**config.mk**
```make
export PLATFORM = sky130hd
export DESIGN_NAME = popcount_ternary_neuron_acc
export DESIGN_NICKNAME = d
export VERILOG_FILES = /design/src/rtl/ptna_pkg.sv /design/src/rtl/ptna_acc_add.sv /design/src/rtl/popcount_ternary_neuron_acc.sv
export SDC_FILE = /design/constraint.sdc
export NUM_CORES = 1
export LEC_CHECK = 0
export ABC_CLOCK_PERIOD_IN_PS = 4900
export CORE_MARGIN = 5
export CORE_UTILIZATION = 25
export DETAILED_ROUTE_END_ITERATION = 10
export PLACE_DENSITY = 0.54
export REMOVE_ABC_BUFFERS = 1
export SYNTH_ARGS = -nofsm -noshare
export SYNTH_HDL_FRONTEND = slang
export SYNTH_SLANG_ARGS = --single-unit
export TNS_END_PERCENT = 10
```
**constraint.sdc**
```tcl
create_clock -name clk -period 4.9 [get_ports clk]
set_input_delay 0.735 -clock clk [delete_from_list [all_inputs] [get_ports clk]]
set_output_delay 0.735 -clock clk [all_outputs]
set_load 0.01 [all_outputs]
```
**src/rtl/ptna_pkg.sv**
```systemverilog
// Shared types for the ternary-neuron popcount accumulator.
// PTNA_SAT_EN selects a saturating accumulator in ptna_acc_add.
package ptna_pkg;

    typedef enum logic [1:0] {
        ACT_ZERO = 2'b00,
        ACT_POS  = 2'b01,
        ACT_NEG  = 2'b11
    } act_t;

    typedef enum logic [1:0] {
        IDLE = 2'd0,
        ACC  = 2'd1,
        OUT  = 2'd2
    } state_t;

endpackage

```
**src/rtl/ptna_acc_add.sv**
```systemverilog
// Signed accumulate step: o_sum = i_base + (pos - neg).
// With PTNA_SAT_EN defined the result clamps to the ACC_W range, otherwise it wraps.
module ptna_acc_add #(
    parameter int CNT_W = 5,
    parameter int ACC_W = 10
) (
    input  logic signed [ACC_W-1:0] i_base,
    input  logic        [CNT_W-1:0] i_pos,
    input  logic        [CNT_W-1:0] i_neg,
    output logic signed [ACC_W-1:0] o_sum
);

`ifdef PTNA_SAT_EN
    // Wide enough that base + delta can never overflow before clamping.
    localparam int EXT_W = ACC_W + CNT_W + 2;
    localparam logic signed [EXT_W-1:0] SAT_MAX = EXT_W'((64'sd1 <<< (ACC_W-1)) - 64'sd1);
    localparam logic signed [EXT_W-1:0] SAT_MIN = EXT_W'(-(64'sd1 <<< (ACC_W-1)));

    logic signed [EXT_W-1:0] w_base_ext;
    logic signed [EXT_W-1:0] w_pos_ext;
    logic signed [EXT_W-1:0] w_neg_ext;
    logic signed [EXT_W-1:0] w_ext;

    assign w_base_ext = {{(EXT_W-ACC_W){i_base[ACC_W-1]}}, i_base};
    assign w_pos_ext  = {{(EXT_W-CNT_W){1'b0}}, i_pos};
    assign w_neg_ext  = {{(EXT_W-CNT_W){1'b0}}, i_neg};
    assign w_ext      = w_base_ext + w_pos_ext - w_neg_ext;

    always_comb begin
        o_sum = w_ext[ACC_W-1:0];
        if (w_ext > SAT_MAX) begin
            o_sum = SAT_MAX[ACC_W-1:0];
        end else if (w_ext < SAT_MIN) begin
            o_sum = SAT_MIN[ACC_W-1:0];
        end
    end
`else
    logic signed [ACC_W-1:0] w_delta;

    assign w_delta = ACC_W'(i_pos) - ACC_W'(i_neg);
    assign o_sum   = i_base + w_delta;
`endif

endmodule

```
**src/rtl/popcount_ternary_neuron_acc.sv**
```systemverilog
// Frame accumulator of (pos - neg) popcounts with a two-threshold ternary activation.
// PTNA_SAT_EN selects saturating accumulation (see ptna_acc_add).
module popcount_ternary_neuron_acc
    import ptna_pkg::*;
#(
    parameter int CNT_W     = 5,
    parameter int ACC_W     = 10,
    parameter int MAX_BEATS = 16,
    parameter int BEAT_W    = 4
) (
    input  logic                    clk,
    input  logic                    rst,
    input  logic                    in_valid,
    output logic                    in_ready,
    input  logic        [CNT_W-1:0] pos_cnt,
    input  logic        [CNT_W-1:0] neg_cnt,
    input  logic                    in_last,
    input  logic signed [ACC_W-1:0] thr_hi,
    input  logic signed [ACC_W-1:0] thr_lo,
    output logic                    out_valid,
    input  logic                    out_ready,
    output logic        [1:0]       out_act,
    output logic                    out_trunc,
    output state_t                  dbg_state
);

    // Handshakes: a beat moves on in_valid & in_ready, an activation on out_valid & out_ready;
    // out_valid, once high, holds with out_act/out_trunc stable until out_ready.
    state_t                  r_state;
    state_t                  w_next;
    logic signed [ACC_W-1:0] r_acc;
    logic        [BEAT_W-1:0] r_beat;
    logic signed [ACC_W-1:0] r_thr_hi;
    logic signed [ACC_W-1:0] r_thr_lo;
    act_t                    r_act;
    logic                    r_trunc;

    logic                    w_acc_en;
    logic                    w_at_max;
    logic                    w_close;
    logic signed [ACC_W-1:0] w_base;
    logic signed [ACC_W-1:0] w_sum;
    logic signed [ACC_W-1:0] w_thr_hi;
    logic signed [ACC_W-1:0] w_thr_lo;
    act_t                    w_act;

    ptna_acc_add #(.CNT_W(CNT_W), .ACC_W(ACC_W)) u_add (
        .i_base (w_base),
        .i_pos  (pos_cnt),
        .i_neg  (neg_cnt),
        .o_sum  (w_sum)
    );

    // The first beat of a frame starts from zero and sees the live thresholds.
    assign w_base   = (r_state == IDLE) ? '0 : r_acc;
    assign w_thr_hi = (r_state == IDLE) ? thr_hi : r_thr_hi;
    assign w_thr_lo = (r_state == IDLE) ? thr_lo : r_thr_lo;
    assign w_acc_en = in_valid && (r_state != OUT);
    assign w_at_max = (r_state == IDLE) ? (MAX_BEATS == 1)
                                        : (r_beat == BEAT_W'(MAX_BEATS - 1));
    assign w_close  = w_acc_en && (in_last || w_at_max);

    always_comb begin
        w_act = ACT_ZERO;
        if (w_sum >= w_thr_hi) begin
            w_act = ACT_POS;
        end else if (w_sum <= w_thr_lo) begin
            w_act = ACT_NEG;
        end
    end

    always_comb begin
        w_next = r_state;
        case (r_state)
            IDLE:    if (w_acc_en) w_next = w_close ? OUT : ACC;
            ACC:     if (w_close) w_next = OUT;
            OUT:     if (out_ready) w_next = IDLE;
            default: w_next = IDLE;
        endcase
    end

    always_ff @(posedge clk or posedge rst) begin
        if (rst) begin
            r_state  <= IDLE;
            r_acc    <= '0;
            r_beat   <= '0;
            r_thr_hi <= '0;
            r_thr_lo <= '0;
            r_act    <= ACT_ZERO;
            r_trunc  <= 1'b0;
        end else begin
            r_state <= w_next;
            if (w_acc_en) begin
                r_acc  <= w_sum;
                r_beat <= (r_state == IDLE) ? BEAT_W'(1) : r_beat + BEAT_W'(1);
                if (r_state == IDLE) begin
                    r_thr_hi <= thr_hi;
                    r_thr_lo <= thr_lo;
                end
                if (w_close) begin
                    r_act   <= w_act;
                    r_trunc <= !in_last;
                end
            end
            if (r_state == OUT && out_ready) begin
                r_acc   <= '0;
                r_beat  <= '0;
                r_act   <= ACT_ZERO;
                r_trunc <= 1'b0;
            end
        end
    end

    assign in_ready  = (r_state != OUT);
    assign out_valid = (r_state == OUT);
    assign out_act   = r_act;
    assign out_trunc = r_trunc;
    assign dbg_state = r_state;

endmodule

```
After elaboration in Yosys (flattened, before gate mapping) --
Index checks and enable logic that the tools add are counted.
Cells by class: multiply operators 0, $lt $le $gt $ge 2, shift-type cells 0, equal/unequal tests 7, divide/modulo/power cells 0, mux-type cells 22, reduce and logical (&&, ||, !) cells 10, $add $sub $neg 3, bitwise operators 0
Operators by type and width (count):
- 10-bit 2-to-1 mux | 5
- 2-bit 2-to-1 mux | 9
- 4-bit 2-to-1 mux | 3
- 10-bit adder | 1
- 10-bit >= comparator | 1
- 10-bit <= comparator | 1
- 2-bit inequality test (second input constant) | 3
- 2-bit case mux with 3 select lines | 1
- 5-bit by 5-bit subtractor with 6-bit output | 1
- 4-bit by 1-bit adder with 4-bit output (second input constant) | 1
- 4-bit == test (second input constant) | 1
- 1-bit 2-to-1 mux | 4
- 2-bit nonzero test | 2
- 1-bit logical AND | 3
- 3-bit AND reduction | 1
- 2-bit by 1-bit == test with 1-bit output (second input constant) | 1
- 2-bit == test (second input constant) | 1
- 2-bit logical NOT | 1
- 2-bit by 1-bit inequality test with 1-bit output (second input constant) | 1
- 2-bit AND reduction | 1
- 1-bit logical NOT | 1
- 1-bit logical OR | 1
Word-level totals: memory bits (read-only) 0, input port bits 35, bits in writable memories 0, bits in latches 0, output and inout bits 7, register bits after elaboration 39, memories kept 0, word-level logic and storage cells 51

Logic depth before layout (Yosys ltp) --
Gate-level depths: netlist (run 1).
depth in word-level cells 9, depth in mapped cells 20, mapped depth without buffers 20

Hierarchy --
A second synthesis (run 1) with hierarchy kept.
Second synthesis, totals: cells, all modules 311, area total of the unflattened synthesis 2984.1 µm²
Modules (own cells, without submodules):
- popcount_ternary_neuron_acc | cells an instance 222, seq. area each 975.9 µm², area an instance 2302.2 µm², instances 1
- ptna_acc_add | cells an instance 89, seq. area each 0.0 µm², area an instance 681.9 µm², instances 1

Worst setup path before layout (run 1) --
OpenSTA, ideal clock, no wires.
path type in2reg, start in neg_cnt[1], end reg r_act[1] (netlist: out_act[1]), library setup time 76 ps, data required time 4824 ps, path slack 551 ps, arrival 4273 ps, cell stages on the path 19, buffers on the path 0, cell sequence inv_1 -> ha_1 -> nor2b_1 -> o31a_1 -> o21a_1 -> nor2_1 -> ha_1 -> a21oi_1 -> nor2_1 -> a2111oi_0 -> o21ai_0 -> xor2_1 -> ha_1 -> nand4_1 -> a211oi_1 -> nor2_1 -> o32a_1 -> a311o_1 -> o21ai_1
Between the ends: word-level cells in the longest chain between the ends 8, elaborated cells between the ends (all ways) 9, those cells by class add/sub: 2; order compare: 2; mux: 5
RTL lines:
- start, declared | line popcount_ternary_neuron_acc.sv:16 | input logic [CNT_W-1:0] neg_cnt,
- 5-bit by 5-bit subtractor with 6-bit output (*) | line ptna_acc_add.sv:40 | assign w_delta = ACC_W'(i_pos) - ACC_W'(i_neg);
- 10-bit adder (*) | line ptna_acc_add.sv:41 | assign o_sum = i_base + w_delta;
- 10-bit <= comparator | line popcount_ternary_neuron_acc.sv:67 | end else if (w_sum <= w_thr_lo) begin
- 2-bit 2-to-1 mux | line popcount_ternary_neuron_acc.sv:67
- 2-bit 2-to-1 mux (*) | line popcount_ternary_neuron_acc.sv:65 | if (w_sum >= w_thr_hi) begin
- 2-bit 2-to-1 mux (*) | line popcount_ternary_neuron_acc.sv:100 | if (w_close) begin
- 2-bit 2-to-1 mux (*) | line popcount_ternary_neuron_acc.sv:93 | if (w_acc_en) begin
- 2-bit 2-to-1 mux (*) | line popcount_ternary_neuron_acc.sv:105 | if (r_state == OUT && out_ready) begin
- end signal, assigned | line popcount_ternary_neuron_acc.sv:101 | r_act <= w_act;
- end, declared | line popcount_ternary_neuron_acc.sv:35 | act_t r_act;
Every way passes the cells marked *; elsewhere a longest branch is shown, timed or not. The select of a mux whose other input is x is not followed. A chain may end at the register's enable or synchronous reset.

Final worst setup path (run 1) --
Ends and elaborated chain as after synthesis.

==> results.md, run 1 <==
- Detail Placement HPWL: 5170 microns
- TritonCTS clock tree: done
- Pre-CTS WS: -190 ps
- Simple-Gate Fraction of Synth Area: 12.5%
- Top cell type's share of synthesized area: 34.3%
- CP cell instances: clkdlybuf4s50_1, inv_1, ha_1, nor2b_1, o31a_1, o21a_1, nor2_4, ha_1, nand2_1, nor2_1, a2111oi_1, o21ai_1, xor2_1, buf_4, ha_1, nand4_1, a211oi_2, nor2_1, o32a_1, a311o_1, o21ai_1
- Wire per inst: 13.3 microns
- Status: completed
- Max FO, Critical Path: 6
- P&R area growth vs syn: 31.6%
- CP max stage cell: clkdlybuf4s50_1
- GRT Total Usage: 10.1%
- YS warnings: 0
- CP arrival: 4880 ps
- DRC: 0
- Reg2Reg Capture Point: out_act[1]$_DFFE_PP0P_
- Final Hold Vio Count: 0
- Non-Filler Instances: 497
- Final min period: 4680 ps
- Via count: 2,309
- Ratio of cells with drive above 1 in the final layout: 12.1%
- Rows: 39
- Max Root-Sink Buffers: 2
- Min-delay worst type: reg -> reg
- Most common cell on crit path: ha_1
- Max_slew headroom: 64.9%
- RR Startpoint: dbg_state[0]$_DFFE_PP0P_
- Final worst clock skew: 3.92 ps
- WS Path Type: in -> reg
- Mean Syn Cell Area: 9.54 sq um
- Seq pwr share: 26.5%
- Lkg Pwr: 1.70 nW
- CP delay by family, top: compound AO/OA/AOI/OAI gates
- Final setup vio count: 0
- Clk pwr share: 17.4%
- Die W: 117 microns
- Internal: 0.00113 W
- Synth Register Bits: 39
- Root Buffer: clkbuf_16
- ANT cells: 0
- WHS Endpoint: r_acc[3]$_DFFE_PP0P_
- Reg clk slew, reported paths: 50 ps
- Finished Cell Area: 3740 sq um
- Yosys cell types: 48
- P_sw: 0.000703 W
- Asr flop ratio synth: 100%
- Largest family of logic cells by synthesized area: compound AO/OA/AOI/OAI gates
- XOR/XNOR Fraction of Synth Area: 3.08%
- Power per cell area: 489 nW/um^2
- Worst setup path start: neg_cnt[1]
- Commonest non-fill, non-tap cell in the layout: clkdlybuf4s50_1
- Total Power: 0.00183 W
- Chip height: 117 microns
- WP buf/inv: 3
- Mapped Cells: 298
- Die area: 13,600 sq um
- GR Overflow Total: 0
- Initial drt markers: 97
- Remaining antenna violation count: 0
- Hold_sp: r_acc[3]$_DFFE_PP0P_
- Placer Congestion: 0.804
- Crit end category: flip-flop
- Vias in the first global route: 2,263
- Antenna violations before repair: 0
- Largest net degree at the start of global routing: 49
- DP Area: 3510 sq um
- Commonest cells after routing, fill and taps aside: clkdlybuf4s50_1 (41), dfrtp_1 (39), ha_1 (33), a21oi_1 (32), nor2_1 (31)
- Worst Slack Setup Final: 222 ps
- First-pass GRT wire length: 11,000 microns
- Register-to-Register Path Depth: 16
- Reg2reg setup slack: 880 ps
- CTS H-tree depth: 2
- Worst vdd ir: 0.169 mV
- CTS Buf Count: 5
- Sink Count: 39
- Switch share: 38.4%
- Hold path cells: 1
- Synth top area cells: dfrtp_1 (34%), ha_1 (15%), mux2i_1 (6.7%)
- CP required: 5100 ps
- Fin nets: 426
- Comb pwr share: 56.1%
- Sequential area share after synthesis: 34.3%
- Port bufs: 41
- Syn Std Cell Area: 2840 sq um
- Core Area: 11,300 sq um
- Synth Flop Type: dfrtp_1
- Post-Route Utilization: 33.2%
- Final period util: 95.5%
- Max Slew Vio Count: 0
- Post-synthesis mux area share: 8.67%
- Drt via density: 4.65
- Synth Area in Compound Gates: 20.2%
- Clk_lat worst skew: 280 ps
- Post-synthesis adder-cell area fraction: 16.8%
- Max cap viols: 0
- Synth area leader: dfrtp_1
- Number of fill cells: 1,131
- Total Routed Length: 6630 microns
- Starting density of the core: 25.2%
- EDFF count, synth: 0
- Worst slew pin tran: 527 ps
- Placed cell count: 488
- Setup crit start kind: input port
- I/O pins: 42
- Largest stage delay, worst path: 480 ps
- DR pass1 iterations: 5
- Peak Freq: 214 MHz
[layout make-up]
type,instances,area (sq um),area share (%)
Clock buffer,6,139,3.71
Clock inverter,1,5.00,0.134
Inverter,20,75.1,2.01
Multi-Input combinational cell,229,1820,48.6
Sequential cell,39,976,26.1
Tap cell,143,179,4.78
Timing Repair Buffer,59,549,14.7
[logic make-up after synthesis]
| family | after synthesis |
|---|---|
| xor gates and xnor gates | 10 |
| DFF | 39 |
| adders and majority gates | 37 |
| and+or+nand+nor | 74 |
| buffers and inverters | 30 |
| AOI/OAI and AO/OA | 84 |
| muxes | 24 |
[timing repair]
action / 4_1_cts / 5_1_grt
endpoints found under the setup margin: 0 / 2
hold buffers: 0 / 0
gates resized for setup: 0 / 14
buffers inserted: 0 / 2
[power groups by stage]
stage	sequential [W]	clock, W	combinational (W)
3_3_place_gp	0.000487	0	0.000947
4_1_cts	0.000487	0.000332	0.000976
5_1_grt	0.000501	0.000342	0.00118
6_report	0.000485	0.000319	0.00103
2_1_floorplan	0.000477	0	0.000674
3_5_place_dp	0.000492	0	0.000968
[worst max path at each step]
stage                     cells after the start  slack (ps)                     end
final                                        21         220  out_act[1]$_DFFE_PP0P_
after global routing                         21         -20  out_act[1]$_DFFE_PP0P_
after CTS                                    20          60  out_act[1]$_DFFE_PP0P_
after detailed placement                     21        -190  out_act[1]$_DFFE_PP0P_
after global placement                       20         -70  out_act[1]$_DFFE_PP0P_
after floorplan                              19         550  out_act[1]$_DFFE_PP0P_
[cells in the mapped netlist (2+ instances only)]
| library cell | count |
|---|---|
| a211oi_1 | 3 |
| a21o_1 | 7 |
| a21oi_1 | 32 |
| a22o_1 | 12 |
| a311oi_1 | 2 |
| a31oi_1 | 2 |
| and2_1 | 9 |
| buf_2 | 5 |
| clkbuf_1 | 3 |
| dfrtp_1 | 39 |
| fa_1 | 2 |
| ha_1 | 35 |
| inv_1 | 20 |
| mux2_2 | 5 |
| mux2i_1 | 19 |
| nand2_1 | 6 |
| nand2b_1 | 3 |
| nand3_1 | 7 |
| nand4_1 | 6 |
| nor2_1 | 34 |
| nor2b_1 | 2 |
| nor3_1 | 2 |
| o21a_1 | 3 |
| o21ai_0 | 7 |
| o21ai_1 | 2 |
| xnor2_1 | 8 |
| xor2_1 | 2 |
[sequential cells by signal, indices dropped and copies added (netlist names)]
register,flops
r_beat,4
r_thr_hi,10
r_thr_lo,10
r_acc,10
dbg_state,2
out_trunc,1
out_act,2
[per-layer routing]
layer  global-route usage (%)  wire [microns]  vias to the layer above
li1                         -               -                     1197
met1                     13.8            3240                     1077
met2                     16.2            3060                       29
met3                     2.07             254                        6
met4                     2.83              79                        0
met5                        0               0                        -
[through the flow]
step	hold WS, ps	TNS [ps]
CTS	495	0
floorplan	458	0
global placement	479	-146
global route	514	-18.9
finish	490	0
detailed placement	480	-370
Power figures use the tool's default switching activity.
==> inputs of run 2 (changes only) <==
ABC_AREA = 1   (was not set)
CAP_MARGIN = 20   (was not set)
REMOVE_ABC_BUFFERS = not set   (was 1)
==> run 2 against run 1 <==
Setup slack better by 420 ps. Register-to-register slack better by 440 ps. Clock skew is 1.3 ps higher. Sequential share of layout area is 0.070 points higher. Fmax is 9.7% higher. Die area is 6.6% higher. Synthesized area is 7.3% higher. Count of clock-buffer cells in the layout is 1 higher. Combinational power is 17% higher. Clock power is 3% lower. First-iteration DRC count is 6.2% higher.
==> results.md, run 2 <==
- Status: completed
- Top cell type's share of synthesized area: 32.0% (-2.3 points)
- Regs by FF count: r_acc (10), r_thr_hi (10), r_thr_lo (10)
- Synth Flop Type: dfrtp_1
- I/O pins: 42 (unchanged)
- Rows: 40 (+2.6%)
- Port bufs: 41 (unchanged)
- Via count: 2,583 (+12%)
- Post-CTS resize count: 0 (unchanged)
- FF+latch area: 976 sq um (unchanged)
- Sequential area share after synthesis: 32.0% (-2.3 points)
- Clk_lat worst skew: 280 ps (about the same)
- Vias in the first global route: 2,672 (+18%)
- RSZ-0062 raised after global routing: false
- Max cap viols: 0 (unchanged)
- Asr flop ratio synth: 100% (unchanged)
- Total Routed Length: 6780 microns (+2.3%)
- Total Power: 0.00201 W (+9.7%)
- Count leader, synth: nand2_1
- Number of buffers added for setup after CTS: 0 (unchanged)
- DP Area: 3590 sq um (+2.3%)
- Chip height: 120 microns (+3.3%)
- Final period util: 87.0% (-8.5 points)
- Initial drt markers: 103 (+6.2%)
- Lkg Pwr: 1.90 nW (+12%)
- Synth top area cells: dfrtp_1 (32%), ha_1 (14%), nand2_1 (13%)
- Mean Syn Cell Area: 7.76 sq um (-19%)
- Antenna violations before repair: 0 (unchanged)
- CP required: 5070 ps (-30 ps)
- Finished Cell Area: 3730 sq um (-0.27%)
- Hold_buf cts: 0 (unchanged)
- Hold path cells: 2 (+1)
- Final Hold Vio Count: 0 (unchanged)
- P&R area growth vs syn: 22.3%
- Register-to-Register Path Depth: 23 (+7)
- Ratio of cells with drive above 1 in the final layout: 5.75% (-6.4 points)
- Wire per inst: 11.7 microns (-13%)
- Top post-synthesis cells by count: nand2_1 (103), inv_1 (59), dfrtp_1 (39), ha_1 (35), nor2_1 (24)
- CP arrival: 4440 ps (-440 ps)
- Detail Placement HPWL: 5480 microns (+6.0%)
- Max Slew Vio Count: 0 (unchanged)
- Worst slew pin tran: 544 ps (+16.6 ps)
- DRC: 0 (unchanged)
- TritonCTS clock tree: done
- Largest net degree at the start of global routing: 44 (-10%)
- Crit end category: flip-flop
- Placer Congestion: 0.791 (-1.7%)
- Worst vdd ir: 0.166 mV (-1.7%)
- Fin nets: 506 (+19%)
- Drt via density: 4.44 (-4.5%)
- Remaining antenna violation count: 0 (unchanged)
- WS Path Type: in -> reg
- Reg clk slew, reported paths: 60 ps (about the same)
- Max_slew headroom: 63.7% (-1.2 points)
- Commonest cells after routing, fill and taps aside: nand2_1 (103), inv_1 (59), clkdlybuf4s50_1 (41), dfrtp_1 (39), ha_1 (35)
- Setup tns final: 0 ps (unchanged)
- Post-Route Utilization: 31.2% (-2.0 points)
- Sink Count: 39 (unchanged)
- Die area: 14,500 sq um (+6.6%)
- Final setup vio count: 0 (unchanged)
- Power per cell area: 538 nW/um^2 (+10%)
- Peak Freq: 235 MHz (+9.7%)
- Core Area: 12,000 sq um (+6.1%)
- Final min period: 4260 ps (-415 ps)
- Number of fill cells: 1,284 (+14%)
- Syn Std Cell Area: 3050 sq um (+7.3%)
- ANT cells: 0 (unchanged)
- Starting density of the core: 25.5% (+0.27 points)
- First-pass GRT wire length: 12,500 microns (+14%)
- YS warnings: 0 (unchanged)
- Max FO, Critical Path: 4 (-2)
- EDFF count, synth: 0 (unchanged)
- Mapped Nets: 465
- Setup crit start kind: input port
- Final worst clock skew: 5.24 ps (+1.32 ps)
- GR Overflow Total: 0 (unchanged)
- Multi-input logic area: 1770 sq um (-2.5%)
- Min-delay worst type: reg -> reg
- Max Root-Sink Buffers: 2 (unchanged)
- CTS H-tree depth: 2 (unchanged)
- DR pass1 iterations: 4 (-1)
- Synth area leader: dfrtp_1
- GRT Total Usage: 10.4% (+0.35 points)
- CTS Buf Count: 5 (unchanged)
- Commonest non-fill, non-tap cell in the layout: nand2_1
- Root Buffer: clkbuf_16
- Yosys cell types: 38 (-21%)
- Mapped Cells: 393 (+32%)
- Die W: 120 microns (+3.3%)
- Synth Register Bits: 39 (unchanged)
==> run 2: changes by cell type after synthesis, moves of 6 or more <==
cell / change
a21oi_1: -21
inv_1: +39
o21ai_1: +17
nor2_1: -10
nand2_1: +97
nand3_1: +6
and2_1: -7
o21ai_0: +7
a22o_1: -12
==> run 2: path summary, 6_finish.rpt <==
path | end | startpoint | slack (ps)
min in group asynchronous | r_thr_hi[7]$_DFFE_PP0P_ | rst | 890
max in group asynchronous | r_thr_lo[4]$_DFFE_PP0P_ | rst | 3660
worst max-delay path | out_act[0]$_DFFE_PP0P_ | pos_cnt[0] | 640
worst min register to register | r_acc[8]$_DFFE_PP0P_ | r_acc[8]$_DFFE_PP0P_ | 480
worst min-delay path | r_acc[8]$_DFFE_PP0P_ | r_acc[8]$_DFFE_PP0P_ | 480
worst max register to register | out_act[0]$_DFFE_PP0P_ | dbg_state[0]$_DFFE_PP0P_ | 1320
==> run 2: cells by family (layout without fill, tap and decap cells) <==
| logic type | after synthesis | count (layout) | synth area share, % |
|---|---|---|---|
| DFF | 39 | 39 | 32.0 |
| xor gates and xnor gates | 9 | 9 | 2.59 |
| adders and majority gates | 37 | 37 | 15.7 |
| AOI/OAI and AO/OA | 61 | 61 | 11.6 |
| muxes | 18 | 18 | 5.91 |
| and+or+nand+nor | 158 | 158 | 22.4 |
| buffers and inverters | 71 | 113 | 9.89 |
==> run 2: worst max-delay path, stage by stage <==
cell	delay (ps)
clkdlybuf4s50_1	450
inv_1	40
ha_1	220
fa_1	400
o21ai_0	210
xor2_1	100
ha_1	370
nand2_1	100
inv_1	80
nand3_1	60
nand3b_1	150
nand3_1	110
nand2_1	70
and2_1	180
ha_1	320
nand2_1	80
nor2_1	190
nand3_1	120
nand4_1	110
nand2_1	50
nor2_1	120
nand2_1	70
nand2_1	60
nand2_1	50
==> run 2: stage by stage <==
step	setup slack (ps)	hold slack, ps	cells
CTS	611	486	582
global route	153	506	582
finish	637	484	582
detailed placement	330	471	574
global placement	380	469	574
floorplan	1090	449	393
==> run 2: power by group <==
part           internal [W]  total, W  leakage [nW]  switching (W)
Sequential         0.000434  0.000491         0.487      0.0000568
Clock              0.000188  0.000310        0.0679       0.000122
Combinational      0.000487   0.00121          1.35       0.000719
==> run 2: area by class of cell <==
type | count | share of cell area, %
inverter | 62 | 6.31
clock buffer | 7 | 3.56
sequential | 39 | 26.2
multi-input combinational | 283 | 47.5
timing repair buffer | 43 | 11.4
tap | 147 | 4.93
clock inverter | 1 | 0.134
==> run 2: routing by layer <==
metal | track usage (%) | routed length (microns) | up-vias
met4 | 2.97 | 94 | 0
met5 | 0 | 0 | -
met2 | 17.7 | 3160 | 39
met3 | 2.01 | 293 | 6
met1 | 13.6 | 3230 | 1187
li1 | - | - | 1351
==> inputs of run 3 (changes only) <==
CORE_UTILIZATION = 40   (was 25)
CTS_CLUSTER_DIAMETER = 80   (was not set)
PLACE_DENSITY = 0.72   (was 0.54)
==> run 3 against run 2 <==
Power shrank 3.8%. Clock skew increased by 2.6 ps. Worst hold slack better by 1.6 ps. Largest power group unchanged. Register-to-register slack got worse by 60 ps.
==> results.md, run 3 (same netlist as run 2, synthesis figures left out) <==
- Worst Slack Setup Final: 572 ps (-64.9 ps)
- Largest net degree at the start of global routing: 44 (unchanged)
- Root Buffer: clkbuf_8
- Final period util: 88.3% (+1.3 points)
- I/O pins: 42 (unchanged)
- Commonest cells after routing, fill and taps aside: nand2_1 (103), inv_1 (59), clkdlybuf4s50_1 (41), dfrtp_1 (39), ha_1 (35)
- Post-CTS resize count: 0 (unchanged)
- Min-delay worst type: reg -> reg
- Total Power: 0.00193 W (-3.8%)
- Core Area: 7330 sq um (-39%)
- Regs by FF count: r_acc (10), r_thr_hi (10), r_thr_lo (10)
- Clk_lat worst skew: 290 ps (about the same)
- Via count: 2,558 (-0.97%)
- CP arrival: 4510 ps (+70 ps)
- Setup tns final: 0 ps (unchanged)
- Met1 Wirelength: 2860 microns (-12%)
- Worst vdd ir: 0.178 mV (+7.0%)
- Wire per inst: 11.7 microns (+0.59%)
- Remaining antenna violation count: 0 (unchanged)
- Max Root-Sink Buffers: 2 (unchanged)
- CP required: 5080 ps (about the same)
- DRC: 0 (unchanged)
- Max FO, Critical Path: 4 (unchanged)
- Final min period: 4330 ps (+64.9 ps)
- Starting density of the core: 41.6% (+16 points)
- Hold Slack: 486 ps (+1.56 ps)
- CTS H-tree depth: 2 (unchanged)
- DR pass1 iterations: 5 (+1)
- Vias in the first global route: 2,558 (-4.3%)
- Number of buffers added for setup after CTS: 0 (unchanged)
- GR Overflow Total: 0 (unchanged)
- RSZ-0062 raised after global routing: false
- GRT Total Usage: 14.0% (+3.5 points)
- Max cap viols: 0 (unchanged)
- Setup crit start kind: input port
- Detail Placement HPWL: 4970 microns (-9.3%)
- WS Path Type: in -> reg
- Die W: 97.3 microns (-19%)
- Highest metal used: met4
- Rows: 31 (-23%)
- Ratio of cells with drive above 1 in the final layout: 5.98% (+0.23 points)
- TritonCTS clock tree: done
- Fin nets: 506 (unchanged)
- Crit end category: flip-flop
- Sink Count: 39 (unchanged)
- Status: completed
- CTS Buf Count: 5 (unchanged)
- Met3 WL: 275 microns (-6.1%)
- Peak Freq: 231 MHz (-1.5%)
- Reg clk slew, reported paths: 70 ps (about the same)
- Most common cell on crit path: nand2_1
- Worst slew pin tran: 573 ps (+29.8 ps)
- Final Hold Vio Count: 0 (unchanged)
- Final worst clock skew: 7.82 ps (+2.58 ps)
- P&R area growth vs syn: 19.1%
- Power per cell area: 531 nW/um^2 (-1.2%)
- First-pass GRT wire length: 11,300 microns (-9.6%)
- CP cell instances: clkdlybuf4s50_1, inv_1, ha_1, fa_1, o21ai_0, xor2_1, ha_1, a21oi_2, o21ai_0, nand2_1, nand3_1, inv_1, nand2_1, and2_1, ha_1, nand2_1, nor2_1, nand3_1, nand4_1, nand2_1, nor2_1, nand2_1, nand2_1, nand2_1
- CP max stage cell: clkdlybuf4s50_1
- Drt via density: 4.79 (+7.9%)
- Post-Route Utilization: 49.5% (+18 points)
- Antenna violations before repair: 0 (unchanged)
- Commonest non-fill, non-tap cell in the layout: nand2_1
- Port bufs: 41 (unchanged)
- Die area: 9470 sq um (-35%)
- Total Routed Length: 6260 microns (-7.7%)
- Hold_buf cts: 0 (unchanged)
- Initial drt markers: 100 (-2.9%)
- Met2 WL: 3050 microns (-3.6%)
- Pre-CTS WS: 291 ps (-38.8 ps)
- Placer Congestion: 0.883 (+12%)
- Lkg Pwr: 1.89 nW (-0.86%)
- Max_slew headroom: 61.7% (-2.0 points)
- ANT cells: 0 (unchanged)
- Chip height: 97.3 microns (-19%)
- Largest stage delay, worst path: 450 ps (about the same)
- Max Slew Vio Count: 0 (unchanged)
- Final setup vio count: 0 (unchanged)
run 3: per-layer routing:
metal / vias up / track usage (%)
met4: 0 / 3.83
li1: 1348 / -
met2: 46 / 24.5
met1: 1157 / 18.0
met3: 7 / 1.94
met5: - / 0
run 3: worst paths after layout:
path	startpoint	end	slack, ps	depth (start not counted)
setup reg to reg	dbg_state[0]$_DFFE_PP0P_	out_act[0]$_DFFE_PP0P_	1260	21
setup / recovery	pos_cnt[0]	out_act[0]$_DFFE_PP0P_	570	24
hold reg to reg	r_thr_hi[8]$_DFFE_PP0P_	r_thr_hi[8]$_DFFE_PP0P_	490	2
max in group asynchronous	rst	r_acc[4]$_DFFE_PP0P_	3690	3
min in group asynchronous	rst	r_beat[2]$_DFFE_PP0P_	860	3
hold / removal	r_thr_hi[8]$_DFFE_PP0P_	r_thr_hi[8]$_DFFE_PP0P_	490	2
run 3: area by class of cell:
type,instances,area (sq um)
Sequential cell,39,976
Timing Repair Buffer,43,425
Multi-Input combinational cell,283,1770
Tap cell,99,124
Clock buffer,8,100
Fill cell,702,3700
Inverter,62,235
run 3: metrics by stage:
step / area (sq um) / instances
6_report: 3630 / 534
4_1_cts: 3630 / 534
3_5_place_dp: 3530 / 526
5_1_grt: 3630 / 534
2_1_floorplan: 3050 / 393
3_3_place_gp: 3530 / 526
run 3: power by group:
group	total [W]	switching, W	internal (W)
Combinational	0.00120	0.000716	0.000487
Clock	0.000238	0.000109	0.000129
Sequential	0.000490	0.0000567	0.000433
run 3: critical path, delay by kind of cell:
kind / cells / cell delay, ps
adder cells (fa/ha/maj): 4 / 1240
XOR/XNOR: 1 / 180
buffers and inverters: 3 / 560
AND/OR/NAND/NOR: 13 / 1260
AO/OA/AOI/OAI: 3 / 530
